$ cat src/rtl/bcd2bin_pkg.sv
// Shared types and helpers for the sequential BCD-to-binary converter.
package bcd2bin_pkg;

  localparam int unsigned BCD_DIGIT_W = 4;

  typedef enum logic [1:0] {
    IDLE = 2'd0,
    OP   = 2'd1,
    DONE = 2'd2
  } state_e;

  function automatic logic digit_valid(input logic [BCD_DIGIT_W-1:0] digit);
    return digit <= 4'd9;
  endfunction

  // Smallest w with 2**w >= 10**n, i.e. ceil(log2(10**n)).
  function automatic int unsigned bin_width(input int unsigned n);
    longint unsigned pow10;
    pow10 = 64'd1;
    for (int unsigned i = 0; i < n; i++) pow10 = pow10 * 64'd10;
    for (int unsigned w = 0; w < 64; w++) begin
      if ((64'd1 << w) >= pow10) return w;
    end
    return 64;
  endfunction

endpackage

$ cat src/rtl/bcd_digit_adjust.sv
// One reverse double-dabble correction: subtract 3 from a digit that is 8 or more.
module bcd_digit_adjust
  import bcd2bin_pkg::*;
(
  input  logic [BCD_DIGIT_W-1:0] i_digit,
  output logic [BCD_DIGIT_W-1:0] o_digit
);

  assign o_digit = i_digit[3] ? i_digit - 4'd3 : i_digit;

endmodule

$ cat src/rtl/bcd2bin_seq.sv
// Sequential BCD-to-binary converter using reverse double-dabble, one step per cycle.
module bcd2bin_seq
  import bcd2bin_pkg::*;
#(
  parameter int unsigned N_DIGITS = 2,
  parameter int unsigned BIN_W    = 7
) (
  input  logic                            clk,
  input  logic                            reset_n,
  input  logic                            start,
  input  logic [BCD_DIGIT_W*N_DIGITS-1:0] bcd,
  output logic                            ready,
  output logic                            done_tick,
  output logic [BIN_W-1:0]                bin,
  output logic                            err
);

  localparam int unsigned D_W   = BCD_DIGIT_W * N_DIGITS;
  localparam int unsigned CNT_W = $clog2(BIN_W);

  if (N_DIGITS < 1 || N_DIGITS > 9) begin : g_bad_digits
    $error("N_DIGITS must be in 1..9");
  end
  if (BIN_W != bin_width(N_DIGITS)) begin : g_bad_width
    $error("BIN_W must equal ceil(log2(10**N_DIGITS))");
  end

  state_e           r_state, w_state_next;
  logic [D_W-1:0]   r_d, w_d_next, w_d_shift, w_d_adj;
  logic [BIN_W-1:0] r_b, w_b_next, w_b_shift;
  logic [CNT_W-1:0] r_cnt, w_cnt_next;
  logic [BIN_W-1:0] r_bin, w_bin_next;
  logic             r_ready, w_ready_next;
  logic             r_done, w_done_next;
  logic             r_err, w_err_next;
  logic             w_bcd_ok;

  always_comb begin
    w_bcd_ok = 1'b1;
    for (int i = 0; i < int'(N_DIGITS); i++) begin
      if (!digit_valid(bcd[i*BCD_DIGIT_W +: BCD_DIGIT_W])) w_bcd_ok = 1'b0;
    end
  end

  assign {w_d_shift, w_b_shift} = {r_d, r_b} >> 1;

  for (genvar gi = 0; gi < N_DIGITS; gi++) begin : g_adj
    bcd_digit_adjust u_adj (
      .i_digit(w_d_shift[gi*BCD_DIGIT_W +: BCD_DIGIT_W]),
      .o_digit(w_d_adj[gi*BCD_DIGIT_W +: BCD_DIGIT_W])
    );
  end

  always_comb begin
    w_state_next = r_state;
    w_d_next     = r_d;
    w_b_next     = r_b;
    w_cnt_next   = r_cnt;
    w_bin_next   = r_bin;
    w_err_next   = r_err;
    unique case (r_state)
      IDLE: begin
        if (start) begin
          w_d_next     = bcd;
          w_b_next     = '0;
          w_cnt_next   = '0;
          w_err_next   = !w_bcd_ok;
          if (!w_bcd_ok) w_bin_next = '0;
          w_state_next = OP;
        end
      end
      OP: begin
        // A rejected operand spends one idle cycle here so its report always lands two cycles out.
        if (r_err) begin
          w_state_next = DONE;
        end else begin
          w_d_next   = w_d_adj;
          w_b_next   = w_b_shift;
          w_cnt_next = r_cnt + 1'b1;
          if (r_cnt == CNT_W'(BIN_W - 1)) begin
            w_bin_next   = w_b_shift;
            w_state_next = DONE;
          end
        end
      end
      DONE:    w_state_next = IDLE;
      default: w_state_next = IDLE;
    endcase
    w_ready_next = (w_state_next == IDLE);
    w_done_next  = (w_state_next == DONE);
  end

  always_ff @(posedge clk) begin
    if (!reset_n) begin
      r_state <= IDLE;
      r_d     <= '0;
      r_b     <= '0;
      r_cnt   <= '0;
      r_bin   <= '0;
      r_ready <= 1'b1;
      r_done  <= 1'b0;
      r_err   <= 1'b0;
    end else begin
      r_state <= w_state_next;
      r_d     <= w_d_next;
      r_b     <= w_b_next;
      r_cnt   <= w_cnt_next;
      r_bin   <= w_bin_next;
      r_ready <= w_ready_next;
      r_done  <= w_done_next;
      r_err   <= w_err_next;
    end
  end

  assign ready     = r_ready;
  assign done_tick = r_done;
  assign bin       = r_bin;
  assign err       = r_err;

endmodule

$ cat config.mk
export PLATFORM = sky130hd
export DESIGN_NAME = bcd2bin_seq
export DESIGN_NICKNAME = d
export VERILOG_FILES = /design/src/rtl/bcd2bin_pkg.sv /design/src/rtl/bcd_digit_adjust.sv /design/src/rtl/bcd2bin_seq.sv
export SDC_FILE = /design/constraint.sdc
export NUM_CORES = 1
export LEC_CHECK = 0
export ABC_AREA = 0
export CORE_MARGIN = 2
export CORE_UTILIZATION = 40
export DETAILED_ROUTE_END_ITERATION = 8
export DONT_BUFFER_PORTS = 1
export GPL_TIMING_DRIVEN = 1
export PLACE_DENSITY_LB_ADDON = 0.08
export SLEW_MARGIN = 15
export SYNTH_ARGS = -nofsm -noshare
export SYNTH_HDL_FRONTEND = slang
export SYNTH_HIERARCHICAL = 1
export SYNTH_SLANG_ARGS = --single-unit
$ cat constraint.sdc
create_clock -name clk -period 2.99 [get_ports clk]
set_input_delay 0.1495 -clock clk [delete_from_list [all_inputs] [get_ports clk]]
set_output_delay 0.1495 -clock clk [all_outputs]
set_load 0.05 [all_outputs]
* Word level (Yosys, flattened, before mapping)
Cells that the tools add are included.
Cells by class: shifts and indexed selects 0, div/mod/pow operators 0, eq/ne operators 7, $lt $le $gt $ge 2, reduce and logical (&&, ||, !) cells 7, bitwise logic cells 0, multiply operators 0, add/sub/neg operators 2, mux-type cells 21
Operator list (count):
- two-way mux 7 bit | 6
- one-hot mux 7 bit (2 select lines) | 2
- two-way mux 8 bit | 2
- one-hot mux 8 bit (2 select lines) | 1
- <= comparator 4 bit (second input constant) | 2
- != test 2 bit (second input constant) | 4
- two-way mux 2 bit | 3
- two-way mux 3 bit | 2
- one-hot mux 3 bit (2 select lines) | 1
- AND reduction 5 bit | 1
- zero test 2 bit | 2
- two-way mux 4 bit | 1
- one-hot mux 2 bit (2 select lines) | 1
- subtractor 4 x 2 -> 4 bit (second input constant) | 1
- adder 3 x 1 -> 3 bit (second input constant) | 1
- equality test 3 bit (second input constant) | 1
- AND reduction 3 bit | 1
- equality test 2 x 1 -> 1 bit (second input constant) | 1
- equality test 2 bit (second input constant) | 1
- two-way mux 1 bit | 2
- AND reduction 2 bit | 1
- nonzero test 2 bit | 1
- zero test 1 bit | 1
Storage, ports and cells: ROM bits 0, memories kept 0, input port bits 11, output and inout port bits 10, latch bits 0, memory bits (writable) 0, bits in registers 30

* Logic depth before layout (Yosys ltp)
Gate-level depths: netlist (run 1).
depth after elaboration 6, gate-level depth with buffers 6

* Hierarchy
The synthesis (run 1) kept the hierarchy.
Modules (own cells, without submodules):
- bcd2bin_seq | cells an instance 127, times used 1, area each 1255.0 µm²
- bcd_digit_adjust | cells an instance 7, times used 2, area each 62.6 µm²

* Worst setup path after synthesis (run 1)
OpenSTA, ideal clock, no wires.
kind register to register, start register r_err, in the netlist err, end register r_bin[0], in the netlist bin[0], clock period less this slack 1.431 ns, setup slack 1.559 ns, arrival 1.301 ns, stages on the path, launching flop included 5, library setup time 0.130 ns, path through dfxtp_1 -> nand4b_1 -> a21o_1 -> o21ai_0 -> a2bb2oi_1
Between the ends: word-level cells in the longest chain between the ends 2
Ends and longest elaborated chain:
- from (decl) | line bcd2bin_seq.sv:35 | logic r_err, w_err_next;
- from (signal assigned) | line bcd2bin_seq.sv:111 | r_err <= w_err_next;
- != test 2 bit (no source line)
- AND reduction 5 bit (no source line)
- to (signal assigned) | line bcd2bin_seq.sv:108 | r_bin <= w_bin_next;
- to (decl) | line bcd2bin_seq.sv:32 | logic [BIN_W-1:0] r_bin, w_bin_next;
Every way passes these cells. A chain may end at the register's enable or synchronous reset.

* Worst setup path after layout (run 1)
start register r_err, in the netlist err, end register r_cnt[0]
Between the ends: word-level cells in the longest chain between the ends 2
Ends and longest elaborated chain:
- != test 2 bit (no source line)
- AND reduction 3 bit (no source line)
- to (signal assigned) | line bcd2bin_seq.sv:107 | r_cnt <= w_cnt_next;
- to (decl) | line bcd2bin_seq.sv:31 | logic [CNT_W-1:0] r_cnt, w_cnt_next;
Every way passes these cells.

==> reports/results.tsv, run 1 <==
metric	value	unit
number of nets with antenna violations after routing	0	
max_slew headroom	59.7	%
HPWL Detailed	1900	µm
Clock power frac	27.2	%
Vias	987	
wire length per cell	13.8	µm
clk_lat worst skew	330	ps
1st-iter DRT viols	36	
TritonCTS clock tree	yes	
setup TNS	0	ps
final wirelength	2680	µm
Netlist cell types	38	
sw power	263	µW
Tot GR Track Use	15.6	%
PwrDens	571	nW/µm²
Reg power frac	56.0	%
Max Cap Viol	0	
worst r2r src	err	
# diodes	0	
DRC	0	
post-CTS setup buffers	0	
Worst Hold Class	in -> reg	
CP startpoint	err	
CP endpoint	r_cnt[0]	
Yosys Warn Count	6	
Die X	62.7	µm
clock buffer depth	2	
starting density of the core	41.4	%
final setup fails	0	
placed cell count	184	
Worst EP arrival	1870	ps
I/O Pins	21	
Worst Setup End Kind	flop	
Int Power	568	µW
Mapped Area	1380	µm²
Final Hold Viols	0	
Worst-Margin Slew	604	ps
Sw Ratio	31.6	%
PortBufs	0	
sequential area share after synthesis	42.1	%
peak fanout along the critical path	9	
clock transition at the registers of the reported paths	90	ps
Synth async-reset ratio	0	%
Required @ worst endpoint	3230	ps
Final min period	1630	ps
Placed Area	1390	µm²
Syn Inst Count	141	
Comb pwr share	16.7	%
Num CTS Buffers	5	
Vias/cell	5.09	
number of global-route vias before repair	983	
GRT Residual Overflow	0	
Finished Layout Cells	194	
Yosys reg bits	29	
FF-to-FF path depth	4	
Reg2Reg Setup Slack	1360	ps
synth-to-layout area growth	5.53	%
Post-layout nets	162	
share of layout cells above drive strength 1	10.1	%
Max VDD drop	0.221	mV
clock root cell	clkbuf_4	
leading cell type in the layout, fill and taps excluded	dfxtp_1	
clk sink count	29	
Post-synth EDFFs	0	
RSZ-0062 raised after global routing	false	
worst hold slack	46.4	ps
global-route wire length before repair	4740	µm
most frequent cells in the layout	dfxtp_1, nor2_1, mux2i_1, a211oi_1	
status	completed	
period utilisation layout	54.5	%
Max Freq	613	MHz
Critical Path Source Type	flop	
FF-to-FF End	r_cnt[0]	
H-tree depth	2	
Leak	0.570	nW
top_reg_cell synth	dfxtp_1	
Syn Area/Cell	9.79	µm²
GPL Wtd Cong	0.734	
maximum number of pins on one net before global-route repair	19	
die span in y	62.7	µm
antenna violations before repair	0	
row count	21	
Initial DRT Pass Iterations	4	
Post-Route Skew	7.70	ps
Pins Over Slew Limit	0	
core area	3340	µm²
Gates resized, CTS repair	0	
die area	3940	µm²
Finished Cell Area	1460	µm²
critical path class	reg -> reg	
-- per-stage QoR --
step	worst slack, ps	util [%]	power, mW
global placement	1410	41.5	0.606
finish	1360	43.6	0.831
CTS	1340	43.6	0.844
global route	1230	43.6	0.885
detailed placement	1360	41.5	0.610
floorplan	1560	-	0.599
-- power groups by stage --
stage,Sequential (mW),Clock [mW],Combinational [mW]
2_1_floorplan,0.468,0,0.131
4_1_cts,0.466,0.237,0.141
3_5_place_dp,0.475,0,0.136
3_3_place_gp,0.475,0,0.132
5_1_grt,0.470,0.258,0.157
6_report,0.466,0.226,0.139
-- cell type report --
cell class / instances / area (µm²)
Timing Repair Buffer: 3 / 27.5
Clock buffer: 6 / 41.3
Tap cell: 46 / 57.6
Sequential cell: 29 / 581
Fill cell: 355 / 1880
Clock inverter: 2 / 10.0
Multi-Input combinational cell: 104 / 724
Inverter: 4 / 15.0
-- how the worst min path moves through the flow --
stage / cells past startpoint / endpoint / startpoint
after CTS: 2 / r_d[1] / bcd[1]
after global routing: 2 / r_d[1] / bcd[1]
after floorplan: 1 / ready / start
final: 2 / r_d[2] / bcd[2]
after global placement: 1 / ready / start
after detailed placement: 1 / ready / start
-- timing repair --
item	in CTS	in global routing
endpoints found under the hold margin	12	0
setup endpoints to repair	0	0
hold buffers	2	0
-- kinds of logic (layout without fill, tap and decap cells) --
group	after synthesis	count (layout)	synth area share, %
and+or+nand+nor	45	45	16.3
AOI/OAI and AO/OA	33	33	18.1
DFF	29	29	42.1
muxes	13	13	10.2
buffers and inverters	11	15	6.25
xor gates and xnor gates	5	5	3.17
adders and majority gates	4	4	3.63
other	1	4	0.272
-- registers in the layout, indices dropped and copies added, names as in the netlist --
register   flops
bin            7
done_tick      1
err            1
r_b            6
r_cnt          3
r_d            8
r_state        2
ready          1
-- synthesized netlist by cell type, types with 2 or more instances --
master     instances  area, µm²
a211oi_1           9       67.6
a21o_1             2       15.0
a21oi_1            4       20.0
a22oi_1            7       52.6
a2bb2oi_1          4       35.0
buf_6              2       22.5
dfxtp_1           29        581
ha_1               4       50.1
inv_1              3       11.3
mux2_4             2       30.0
mux2i_1           11        110
nand2_1            6       22.5
nand2b_1           4       25.0
nand3_1            7       35.0
nor2_1            18       67.6
nor2b_1            2       12.5
o21a_1             2       15.0
o21ai_0            2       10.0
xnor2_1            2       17.5
xor2_1             3       26.3
-- per-layer routing --
layer	GRT usage [%]	vias up	share of wire [%]
met3	6.49	6	4.8
li1	-	515	-
met5	0	-	0
met1	18.4	453	46
met4	6.67	0	2.0
met2	25.0	13	47
-- worst max-delay path, stage by stage (launching register included) --
cell,delay (ps)
dfxtp_1,720
nand2b_1,270
a21o_1,330
nand2_1,90
a21oi_1,140
No activity file was read; power rests on OpenSTA's default activity.
==> run 2: changes to the inputs <==
Settings changed: ABC_AREA 0 to 1.
Clock period 2.99 ns to 1.6 ns, I/O delays scaled along.
==> reports/results.tsv, run 2 <==
metric	value	unit	change
Yosys Warn Count	6		unchanged
Max VDD drop	0.696	mV	+210%
Mapped Area	1490	µm²	+7.6%
period utilisation layout	85.4	%	+31 points
peak fanout along the critical path	8		-1
Worst EP arrival	1580	ps	-290 ps
HPWL Detailed	2200	µm	+16%
Sw Ratio	33.0	%	+1.3 points
Vias/cell	4.65		-8.6%
GPL Wtd Cong	0.765		+4.2%
I/O Pins	21		unchanged
row count	22		+4.8%
clock root cell	clkbuf_8		
die span in y	64.9	µm	+3.5%
maximum number of pins on one net before global-route repair	21		+2
Syn Inst Count	217		+54%
Yosys reg bits	29		unchanged
Initial DRT Pass Iterations	4		unchanged
Post-synth EDFFs	0		unchanged
Syn Area/Cell	6.84	µm²	-30%
H-tree depth	2		unchanged
DRC	0		unchanged
synth-to-layout area growth	10.9	%	
Final Hold Viols	0		unchanged
TritonCTS clock tree	yes		
GRT Residual Overflow	0		unchanged
share of layout cells above drive strength 1	11.7	%	+1.6 points
Int Power	1.19	mW	+110%
Max Cap Viol	0		unchanged
Leak	0.757	nW	+33%
die area	4220	µm²	+7.1%
clock buffer depth	2		unchanged
Placement Setup Slack	234	ps	-1130 ps
Die X	64.9	µm	+3.5%
clk_lat worst skew	270	ps	-60 ps
clock transition at the registers of the reported paths	60	ps	-30 ps
final setup fails	0		unchanged
Post-layout nets	245		+51%
Critical Path Source Type	flop		
clk sink count	29		unchanged
Most flops, register	r_d		
Pins Over Slew Limit	0		unchanged
antenna violations before repair	0		unchanged
most frequent cells in the layout	nand2_1, dfxtp_1, a21oi_1, inv_1, nor2_1		
most common cell in the netlist	nand2_1		
Worst Hold Class	in -> reg		
number of nets with antenna violations after routing	0		unchanged
sw power	588	µW	+120%
Worst Setup End Kind	flop		
global-route wire length before repair	5480	µm	+16%
Final min period	1370	ps	-264 ps
Comb pwr share	22.1	%	+5.4 points
Final WS setup	233	ps	-1130 ps
Max Freq	731	MHz	+19%
wire length per cell	11.0	µm	-20%
Yosys top cell area share	39.1	%	-3.0 points
fill count	406		+14%
commonest cells in the netlist	nand2_1, dfxtp_1, a21oi_1		
Num CTS Buffers	5		unchanged
Clock power frac	32.0	%	+4.8 points
Tot GR Track Use	17.0	%	+1.4 points
Synth async-reset ratio	0	%	unchanged
area leader, netlist	dfxtp_1		
sequential area share after synthesis	39.1	%	-3.0 points
Worst-Margin Slew	660	ps	+56.6 ps
top_reg_cell synth	dfxtp_1		
leading cell type in the layout, fill and taps excluded	nand2_1		
Required @ worst endpoint	1810	ps	-1420 ps
max_slew headroom	55.9	%	-3.8 points
setup TNS	0	ps	unchanged
Vias	1298		+32%
starting density of the core	41.2	%	-0.17 points
1st-iter DRT viols	59		+64%
leading post-synthesis cells by cell area	dfxtp_1, nand2_1, a21oi_1, inv_1, nor2_1		
# diodes	0		unchanged
max reg flops	8		unchanged
PwrDens	1080	nW/µm²	+90%
PortBufs	0		unchanged
core area	3610	µm²	+8.1%
Netlist cell types	25		-34%
Reg2Reg Setup Slack	230	ps	-1130 ps
status	completed		
Gates resized, CTS repair	0		unchanged
Reg power frac	45.9	%	-10 points
number of global-route vias before repair	1294		+32%
RSZ-0062 raised after global routing	false		
critical path class	reg -> reg		
Post-Route Skew	1.88	ps	-5.82 ps
final wirelength	3080	µm	+15%
-- run 2: cell count changes after synthesis, moves of 3 or more --
| cell | delta |
|---|---|
| a22oi_1 | -7 |
| nand2b_1 | -4 |
| a21oi_1 | +20 |
| inv_1 | +19 |
| nand3_1 | +3 |
| buf_2 | +3 |
| a2bb2oi_1 | -4 |
| a211oi_1 | -7 |
| mux2i_1 | -11 |
| nand2_1 | +76 |
-- run 2: kinds of logic after synthesis --
| family | synth area share (%) |
|---|---|
| adder cells (fa/ha/maj) | 3.37 |
| other | 0.252 |
| flip-flops | 39.1 |
| AO/OA/AOI/OAI | 11.5 |
| AND/OR/NAND/NOR | 32.8 |
| buffers and inverters | 11.2 |
| XOR/XNOR | 1.77 |
-- run 2: per-layer routing --
layer | up-vias | wire length (µm) | track usage [%]
met2 | 20 | 1530 | 29.8
li1 | 695 | - | -
met1 | 579 | 1380 | 19.4
met5 | - | 0 | 0
met3 | 4 | 134 | 5.03
met4 | 0 | 31 | 6.38
-- run 2: worst paths after layout --
kind              startpoint  cells past startpoint    endpoint
setup / recovery    r_cnt[0]                     10      bin[4]
hold / removal         start                      2  r_state[0]
setup reg to reg    r_cnt[0]                     10      bin[4]
hold reg to reg       r_b[6]                      2      r_b[6]
-- run 2: timing repair --
action,CTS,global route
endpoints found under the hold margin,8,0
hold buffers,1,0
setup buffers,0,0
-- run 2: critical path: stages (launching register included) --
cell and delay (ps):
dfxtp_1 320, inv_1 90, ha_1 150, nand2_1 80, inv_1 110, nor2_2 50, nor2_4 200, nand2_4 100
nand2_1 70, nand2_1 40, nor2_1 80
-- run 2: stage by stage --
step	hold slack, ps	area (µm²)	utilization (%)	power, mW	cells
finish	44.7	1650	45.7	1.78	279
global route	59.2	1650	45.7	1.90	279
CTS	42.0	1650	45.7	1.80	279
detailed placement	205	1550	43.1	1.23	270
global placement	202	1550	43.1	1.22	270
floorplan	292	1500	-	1.17	221
-- run 2: area by class of cell --
type | instances | area, µm² | share of cell area [%]
Tap cell | 48 | 60.1 | 3.65
Multi-Input combinational cell | 160 | 753 | 45.7
Clock inverter | 2 | 10.0 | 0.608
Sequential cell | 29 | 581 | 35.3
Timing Repair Buffer | 10 | 77.6 | 4.71
Inverter | 24 | 92.6 | 5.62
Clock buffer | 6 | 72.6 | 4.41
-- run 2: power by group through the flow --
stage	Combinational, mW	Clock (mW)	Sequential (mW)
after floorplan	0.257	0	0.911
after global placement	0.387	0	0.834
after detailed placement	0.393	0	0.835
after CTS	0.399	0.586	0.819
after global routing	0.445	0.628	0.827
final	0.394	0.570	0.819
==> run 3: changes to the inputs <==
Settings changed: ABC_AREA 1 to unset, BUFFER_PORTS_ARGS set to -buffer_cell sky130_fd_sc_hd__buf_2, DONT_BUFFER_PORTS 1 to unset.
==> reports/results.tsv, run 3 (synthesized netlist as in run 1, its figures left out) <==
metric	value	unit	change
Hold Path Cell Cnt	3		+1
number of nets with antenna violations after routing	0		unchanged
clk_lat worst skew	330	ps	+60 ps
clk sink count	29		unchanged
clock transition at the registers of the reported paths	90	ps	+30 ps
number of global-route vias before repair	998		-23%
RSZ-0062 raised after global routing	false		
Tot GR Track Use	15.1	%	-1.9 points
placed cell count	209		-23%
clock root cell	clkbuf_4		
I/O Pins	21		unchanged
die area	3940	µm²	-6.6%
Max VDD drop	0.510	mV	-27%
row count	21		-4.5%
leading cell type in the layout, fill and taps excluded	dfxtp_1		
GPL Wtd Cong	0.699		-8.6%
Crit-path slowest cell	dfxtp_1		
Reg power frac	45.5	%	-0.4 points
Post-layout nets	186		-24%
Leak	0.695	nW	-8.2%
Initial DRT Pass Iterations	4		unchanged
post-layout power	1.79	mW	+0.54%
Worst Setup End Kind	flop		
Final Hold Viols	0		unchanged
wire length per cell	12.0	µm	+9.1%
# diodes	0		unchanged
Pins Over Slew Limit	0		unchanged
status	completed		
Max Cap Viol	0		unchanged
PwrDens	1100	nW/µm²	+2.0%
Reg2Reg Setup Slack	180	ps	-60 ps
Worst Hold Class	in -> reg		
global-route wire length before repair	4600	µm	-16%
DRC	0		unchanged
clock buffer depth	2		unchanged
maximum number of pins on one net before global-route repair	17		-19%
most frequent cells in the layout	dfxtp_1, buf_2, nor2_1, mux2i_1, a211oi_1		
CP Cell Sequence	inv_1, ha_1, nand4b_1, a21o_1, nor2_4, mux2i_1		
Sw Ratio	27.7	%	-5.3 points
peak fanout along the critical path	7		-1
FF-to-FF path depth	6		-4
Final min period	1420	ps	+57.7 ps
H-tree depth	2		unchanged
Clock power frac	34.9	%	+2.9 points
WHS Endpoint	r_d[4]		
synth-to-layout area growth	17.6	%	
Critical path buffers and inverters	1		-1
slowest stage delay, CP	340	ps	+20 ps
Worst EP arrival	1670	ps	+90 ps
PortBufs	20		+20
critical path class	reg -> reg		
Num CTS Buffers	5		unchanged
worst hold slack	82.5	ps	+37.8 ps
FF-to-FF End	bin[6]		
max reg flops	8		unchanged
starting density of the core	41.4	%	+0.17 points
worst hold start	bcd[4]		
largest delay contributor family on the critical path	flip-flops		
Max Freq	702	MHz	-4.0%
TritonCTS clock tree	yes		
period utilisation layout	89.0	%	+3.6 points
Vias/cell	4.97		+6.8%
Required @ worst endpoint	1850	ps	+40 ps
Int Power	1.30	mW	+8.4%
Post-Route Skew	10.2	ps	+8.32 ps
final wirelength	2630	µm	-15%
Finished Layout Cells	218		-22%
worst r2r src	r_cnt[0]		
die span in y	62.7	µm	-3.4%
core area	3340	µm²	-7.5%
setup TNS	0	ps	unchanged
Comb pwr share	19.6	%	-2.5 points
1st-iter DRT viols	58		-1.7%
sw power	497	µW	-16%
share of layout cells above drive strength 1	23.3	%	+12 points
Vias	1083		-17%
Die X	62.7	µm	-3.4%
GRT Residual Overflow	0		unchanged
antenna violations before repair	0		unchanged
Critical Path Source Type	flop		
HPWL Detailed	1960	µm	-11%
Most flops, register	r_d		
final setup fails	0		unchanged
Core Util, Final	48.6	%	+3.0 points
==> run 3: worst reg2reg max path: stages, from the launching register on <==
cell	delay (ps)
dfxtp_1	340
inv_1	80
ha_1	190
nand4b_1	110
a21o_1	220
nor2_4	200
mux2i_1	210
==> run 3: stage by stage <==
step	cell area [µm²]	setup slack, ps
2_1_floorplan	1390	169
3_3_place_gp	1520	161
4_1_cts	1620	82.3
3_5_place_dp	1520	109
6_report	1620	175
5_1_grt	1620	20.5
==> run 3: cell type report <==
cell class | instances | area, µm²
tap | 46 | 57.6
clock buffer | 7 | 55.1
clock inverter | 1 | 30.0
timing repair buffer | 27 | 155
inverter | 4 | 15.0
multi-input combinational | 104 | 729
sequential | 29 | 581
fill | 341 | 1710
==> run 3: worst max-delay path by stage <==
stage	startpoint	to	cells after the start
6_report	r_cnt[0]	bin[6]	6
5_1_grt	r_cnt[0]	bin[6]	6
4_1_cts	r_cnt[0]	bin[6]	6
3_5_place_dp	r_cnt[0]	bin[6]	6
3_3_place_gp	r_cnt[0]	bin[1]	6
2_1_floorplan	err	bin[0]	4
==> run 3: timing repair <==
item | 4_1_cts | 5_1_grt
resized for setup | 0 | 1
hold buffers | 1 | 0
endpoints found under the hold margin | 1 | 0
setup endpoints to repair | 0 | 5
setup buffers | 0 | 0
==> run 3: per-layer routing <==
metal	GRT usage (%)	vias to the layer above	routed length (µm)
li1	-	559	-
met1	18.4	499	1240
met2	24.7	20	1250
met3	4.32	5	92
met4	6.67	0	48
met5	0	-	0
==> run 3: power groups by stage <==
stage / Combinational, mW / Clock, mW / Sequential, mW
2_1_floorplan: 0.245 / 0 / 0.874
5_1_grt: 0.388 / 0.679 / 0.826
6_report: 0.351 / 0.625 / 0.816
3_5_place_dp: 0.350 / 0 / 0.833
4_1_cts: 0.353 / 0.644 / 0.817
3_3_place_gp: 0.344 / 0 / 0.832
